### config.mk
export PLATFORM = sky130hd
export DESIGN_NAME = booth_operand_seq
export DESIGN_NICKNAME = d
export VERILOG_FILES = /design/src/rtl/booth_operand_seq.sv
export SDC_FILE = /design/constraint.sdc
export NUM_CORES = 1
export LEC_CHECK = 0
export ABC_AREA = 1
export CORE_MARGIN = 1
export CORE_UTILIZATION = 45
export DETAILED_ROUTE_END_ITERATION = 10
export PLACE_DENSITY = 0.78
export SYNTH_ARGS = -nofsm -noshare
export SYNTH_HDL_FRONTEND = slang
export SYNTH_SLANG_ARGS = --single-unit
### constraint.sdc
create_clock -name clk -period 2.6 [get_ports clk]
set_clock_uncertainty 0.15 [all_clocks]
set_input_delay 0.26 -clock clk [delete_from_list [all_inputs] [get_ports clk]]
set_output_delay 0.26 -clock clk [all_outputs]
set_load 0.01 [all_outputs]
### src/rtl/booth_operand_seq.sv
`default_nettype none
// +--------------------------------------------------------------------------+
// | booth_operand_seq: loads M then Q into the Booth multiplier, waits for a |
// | done rising edge (or timeout) and hands the product downstream. Rev 1.0   |
// +--------------------------------------------------------------------------+
module booth_operand_seq #(
    parameter int WIDTH   = 8,
    parameter int TIMEOUT = 64
) (
    input  logic                 clk,
    input  logic                 clr_n,
    input  logic                 in_valid,
    output logic                 in_ready,
    input  logic [WIDTH-1:0]     in_multiplicand,
    input  logic [WIDTH-1:0]     in_multiplier,
    output logic                 mul_start,
    output logic [WIDTH-1:0]     mul_data,
    input  logic                 mul_done,
    input  logic [2*WIDTH-1:0]   mul_product,
    output logic                 out_valid,
    input  logic                 out_ready,
    output logic [2*WIDTH-1:0]   out_product,
    output logic                 out_timeout,
    output logic                 busy
);

    typedef enum logic [2:0] {
        S_IDLE  = 3'd0,
        S_START = 3'd1,
        S_LD_M  = 3'd2,
        S_LD_Q  = 3'd3,
        S_WAIT  = 3'd4,
        S_OUT   = 3'd5
    } state_t;

    localparam logic [7:0] C_CNT_LAST = 8'(TIMEOUT - 1);

    state_t               r_state;
    state_t               w_next;
    logic [WIDTH-1:0]     r_m;
    logic [WIDTH-1:0]     r_q;
    logic [7:0]           r_cnt;
    logic                 r_done_q;
    logic [2*WIDTH-1:0]   r_product;
    logic                 r_timeout;
    logic                 w_rise;
    logic                 w_expire;

    assign w_rise      = mul_done & ~r_done_q;
    assign w_expire    = (r_cnt == C_CNT_LAST);
    assign out_product = r_product;
    assign out_timeout = r_timeout;

    always_ff @(posedge clk) begin
        if (!clr_n) begin
            r_state <= S_IDLE;
        end else begin
            r_state <= w_next;
        end
    end

    // Every output except in_ready's effect on acceptance is a pure state decode.
    always_comb begin
        w_next    = r_state;
        in_ready  = 1'b0;
        mul_start = 1'b0;
        mul_data  = '0;
        out_valid = 1'b0;
        busy      = 1'b1;
        case (r_state)
            S_IDLE: begin
                in_ready = 1'b1;
                busy     = 1'b0;
                if (in_valid) begin
                    w_next = S_START;
                end
            end
            S_START: begin
                mul_start = 1'b1;
                mul_data  = r_m;
                w_next    = S_LD_M;
            end
            S_LD_M: begin
                mul_data = r_m;
                w_next   = S_LD_Q;
            end
            S_LD_Q: begin
                mul_data = r_q;
                w_next   = S_WAIT;
            end
            S_WAIT: begin
                mul_data = r_q;
                if (w_rise || w_expire) begin
                    w_next = S_OUT;
                end
            end
            S_OUT: begin
                out_valid = 1'b1;
                if (out_ready) begin
                    w_next = S_IDLE;
                end
            end
            default: begin
                w_next = S_IDLE;
            end
        endcase
    end

    always_ff @(posedge clk) begin
        if (!clr_n) begin
            r_m       <= '0;
            r_q       <= '0;
            r_cnt     <= '0;
            r_done_q  <= 1'b0;
            r_product <= '0;
            r_timeout <= 1'b0;
        end else begin
            case (r_state)
                S_IDLE: begin
                    if (in_valid) begin
                        r_m <= in_multiplicand;
                        r_q <= in_multiplier;
                    end
                end
                S_LD_Q: begin
                    // Seeding done_q here masks a done level left high from the last operation.
                    r_cnt    <= '0;
                    r_done_q <= mul_done;
                end
                S_WAIT: begin
                    r_done_q <= mul_done;
                    r_cnt    <= r_cnt + 8'd1;
                    if (w_rise) begin
                        r_product <= mul_product;
                        r_timeout <= 1'b0;
                    end else if (w_expire) begin
                        r_product <= '0;
                        r_timeout <= 1'b1;
                    end
                end
                default: begin
                end
            endcase
        end
    end

endmodule
`default_nettype wire

Word level (Yosys, flattened, before mapping)
Cells that the tools add are included.
- flip-flop bits (word level): 45
- bits in latches: 0
- memory bits (writable): 0
- ROM bits: 0
- bits of input ports: 37
- output and inout bits: 29
- logic and storage cells: 42
- memories kept: 0
- add/subtract/negate cells: 1
- $mul: 0
- div/mod/pow operators: 0
- order comparisons: 0
- equality and inequality tests: 9
- shifts and indexed selects: 0
- multiplexer cells: 14
- bitwise gates (word level): 2
- reduce and logical (&&, ||, !) cells: 9
- operators by type and width (cell ; count):
    two-way mux 16 bit ; 2
    case mux 8 bit (2 select lines) ; 2
    case mux 3 bit (6 select lines) ; 1
    two-way mux 3 bit ; 3
    adder 8 x 1 -> 8 bit (second input constant) ; 1
    equality test 8 x 6 -> 1 bit (second input constant) ; 1
    equality test 3 x 2 -> 1 bit (second input constant) ; 2
    equality test 3 bit (second input constant) ; 2
    two-way mux 1 bit ; 6
    inequality test 2 bit (second input constant) ; 3
    AND reduction 2 bit ; 2
    nonzero test 2 bit ; 2
    OR reduction 2 bit ; 2
    equality test 3 x 1 -> 1 bit (second input constant) ; 1
    zero test 3 bit ; 1
    AND reduction 3 bit ; 1
    AND 1 bit ; 1
    logical OR 1 bit ; 1
    NOT 1 bit ; 1

Logic depth before layout (Yosys ltp)
Gate-level depths: netlist of run 1.
- word-level depth: 5
- mapped depth: 8
- mapped depth without buffers: 8

Worst setup path after synthesis of run 1
Ideal clock, no wire load.
- path kind: reg-to-output
- from: reg r_state[0]
- to: out mul_data[0]
- data arrival time: 1.120 ns
- required time: 2.190 ns
- setup slack: 1.070 ns
- stages on the path, launching flop included: 6
- path buffers: 1
- path through: dfxtp_1 -> nand3_1 -> nand2_2 -> inv_2 -> buf_6 -> o22ai_1
- word-level cells in the longest chain between the ends: 3
- elaborated cells on any way between the ends: 7
- classes of those cells: eq/ne (4); mux (1); reduce/logical (2)
- RTL lines (what ; line ; text):
    from (decl) ; 38 ; state_t r_state;
    from (signal assigned) ; 58 ; r_state <= w_next;
    equality test 3 bit (tied with other cells) ; 70 ; case (r_state)
    OR reduction 2 bit (no source line) ; -- ;
    case mux 8 bit (2 select lines) (*) ; 70 ;
    to (decl) ; 17 ; output logic [WIDTH-1:0] mul_data,
Mark *: on every way between the ends. The rest lies on a longest branch, timed or not.

Final worst setup path of run 1
- from: reg r_state[0]
- to: out mul_data[7]
Same word-level chain as after synthesis.

==> results.cfg, run 1 <==
[sta]
hold_viol_final = 0
slew_viol_final = 0
fmax_mhz = 416
tightest_slew_ns = 0.751
finalCritPeriodShare = 0.925
fin_setup_tns_ns = 0
setup_viol = 0
grt_setup_unrepaired = no
whs_ns = 0.302
slew_headroom = 0.499
period_needed_ns = 2.41

[power_and_ir_drop]
p_leak_nw = 0.995
vdd_drop_max_mv = 0.379
powerDensity_nw_per_um2 = 846
p_total_mw = 2.27

[layout]
post-route-cell-area_um2 = 2680
syn2layout_area_growth_pct = 37.9
final_util = 0.656
drive_above_1_share = 0.0857
final_common_cell = clkdlybuf4s50_1
final_cell_mix = clkdlybuf4s50_1 (65), dfxtp_1 (45), nand2_1 (40)
nets = 352
diodes = 0

[hold_path]
hold_path_class = flop to flop

[routing]
firstDrtPassIters = 4
via_per_inst = 4.87
num_vias = 1779
finalWirelength_um = 4190
ant_nets = 0
wire_per_inst_um = 11.5
route.detailed.drc = 0
drt_iter0_drc = 96

[critical_path]
required_ns = 2.19
max_stage_delay_ns = 0.55
crit_type = flop to output pin
crit_family = buffers and inverters
crit_buf_inv = 2
crit_fanout = 12
slowest_stage = clkdlybuf4s50_1
crit_path_cell_trace = nand3_1 > nand2_2 > inv_2 > o22ai_1 > clkdlybuf4s50_1
end_kind = output pin
start_kind = flop
arrival_ns = 2.00

[cts]
clockBufferDepth = 2
cts_sinks = 45
htree_levels = 2
root_buffer = clkbuf_8
cts_setup_buffers = 0
clk_pin_slew_ns = 0.08
cts_hold_buf = 0
cts_buffers = 5
cts_tree = built
clock_latency_ns = 0.29

[die]
dieArea_um2 = 4590
start_util = 0.476
die_width_um = 67.7
io_pins = 66
dieHeight_um = 67.7
coreArea_um2 = 4090
rows = 23

[grt]
antenna_found_initial = 0
track_usage = 0.204
grt_max_degree = 33
grt_pass1_wl_um = 6910
overflow = 0
grt_pass1_vias = 1611

[placement]
placement.cell_area_um2 = 2580
portBuffers = 65
hpwlAfterDp_um = 2960
gp_congestion = 0.819

[status]
outcome = complete, no violations

[logic_synthesis]
yosysWarnings = 0
avgSynthCellArea_um2 = 7.72
syn_area_um2 = 1940
ys_ff_latch = 45
synth_seq_area_share = 0.463
syn-num-nets = 290
syn_inst = 252
synth_cell_types = 30

[run]
maxCapViolCount = 0
cells by family (layout without fill, tap and decap cells):
family,Yosys count,after routing,share of synthesized area
DFF,45,45,0.463
adders and majority gates,1,1,0.00643
AOI/OAI and AO/OA,75,75,0.209
buffers and inverters,45,108,0.113
and+or+nand+nor,86,86,0.208
synthesized netlist by cell type:
cell       n  share of area
buf_4      3          0.012
a21oi_1   39           0.10
dfxtp_1   45           0.46
clkinv_1   1         0.0019
nand2_2    3         0.0097
o21bai_1   1         0.0039
o22ai_1    9          0.029
nor2_4     1         0.0058
a21oi_2    4          0.018
nor3_1     2         0.0051
a22oi_1    1         0.0039
nor2_1    13          0.025
inv_2      3         0.0058
o21ai_0   20          0.051
buf_8      1         0.0077
nand2_8    1          0.010
ha_1       1         0.0064
inv_1     28          0.054
clkbuf_1   4         0.0077
nand2_1   40          0.077
clkinv_4   1         0.0045
buf_6      2          0.012
o21ai_1    1         0.0026
buf_2      1         0.0026
nand3_2    1         0.0051
nand2_4    1         0.0058
nand3_1   22          0.057
nor3b_1    1         0.0039
inv_8      1         0.0058
nor2_2     1         0.0032
path summary, 6_finish.rpt:
| kind | from | end | slack, ns | cells past startpoint |
|---|---|---|---|---|
| worst max-delay path | r_state[0]$_SDFFE_PN0P_ | mul_data[7] | 0.19 | 5 |
| worst min-delay path | r_m[2]$_SDFFE_PN0P_ | r_m[2]$_SDFFE_PN0P_ | 0.30 | 2 |
| worst max register to register | r_cnt[0]$_SDFFE_PN0P_ | out_product[14]$_SDFFE_PN0P_ | 0.86 | 6 |
| worst min register to register | r_m[2]$_SDFFE_PN0P_ | r_m[2]$_SDFFE_PN0P_ | 0.30 | 2 |
metal layers:
| layer | vias up | routed length, um | track usage |
|---|---|---|---|
| met4 | 0 | 47 | 0.104 |
| met1 | 782 | 1960 | 0.235 |
| met3 | 4 | 282 | 0.0625 |
| li1 | 951 | - | - |
| met5 | - | 0 | 0 |
| met2 | 42 | 1900 | 0.337 |
tightest hold or removal path: cells and delay by family, from the launching register on:
family          cells  cell delay, ns
compound gates      1            0.05
buf+inv             1            0.06
flops               1            0.30
per-stage QoR:
stage	worst slack [ns]	instances
after floorplan	1.07	252
after global placement	0.516	357
after detailed placement	0.459	357
after CTS	0.141	365
after global routing	0.0462	365
final	0.194	365
report_power, final:
part | leakage, nW | internal, mW | switching [mW]
combinational | 0.576 | 0.400 | 0.512
clock | 0.0512 | 0.215 | 0.230
sequential | 0.367 | 0.834 | 0.0775
what timing repair did:
| item | CTS | global route |
|---|---|---|
| hold endpoints to repair | 0 | 0 |
| endpoints found under the setup margin | 0 | 8 |
| gates resized for setup | 0 | 1 |
sequential cells by signal (all words and copies together), names as in the netlist:
signal and count:
out_timeout 1, r_q 8, r_m 8, out_product 16, r_cnt 8, r_done_q 1, r_state 3
layout make-up:
cell class              instances  area (um^2)
clock inverters                 2         13.8
flip-flops and latches         45          901
clock buffers                   6         82.6
well taps                      50         62.6
fillers                       372         1410
multi-input cells             162          823
repair buffers                 66          658
inverters                      34          140
(Power assumes the default switching activity.)
==> run 2, diff against run 1 <==
Settings changed: TNS_END_PERCENT from default to 100.
==> results of run 2 <==
Same layout as run 1: the final DEF is identical, and so are final timing and power.
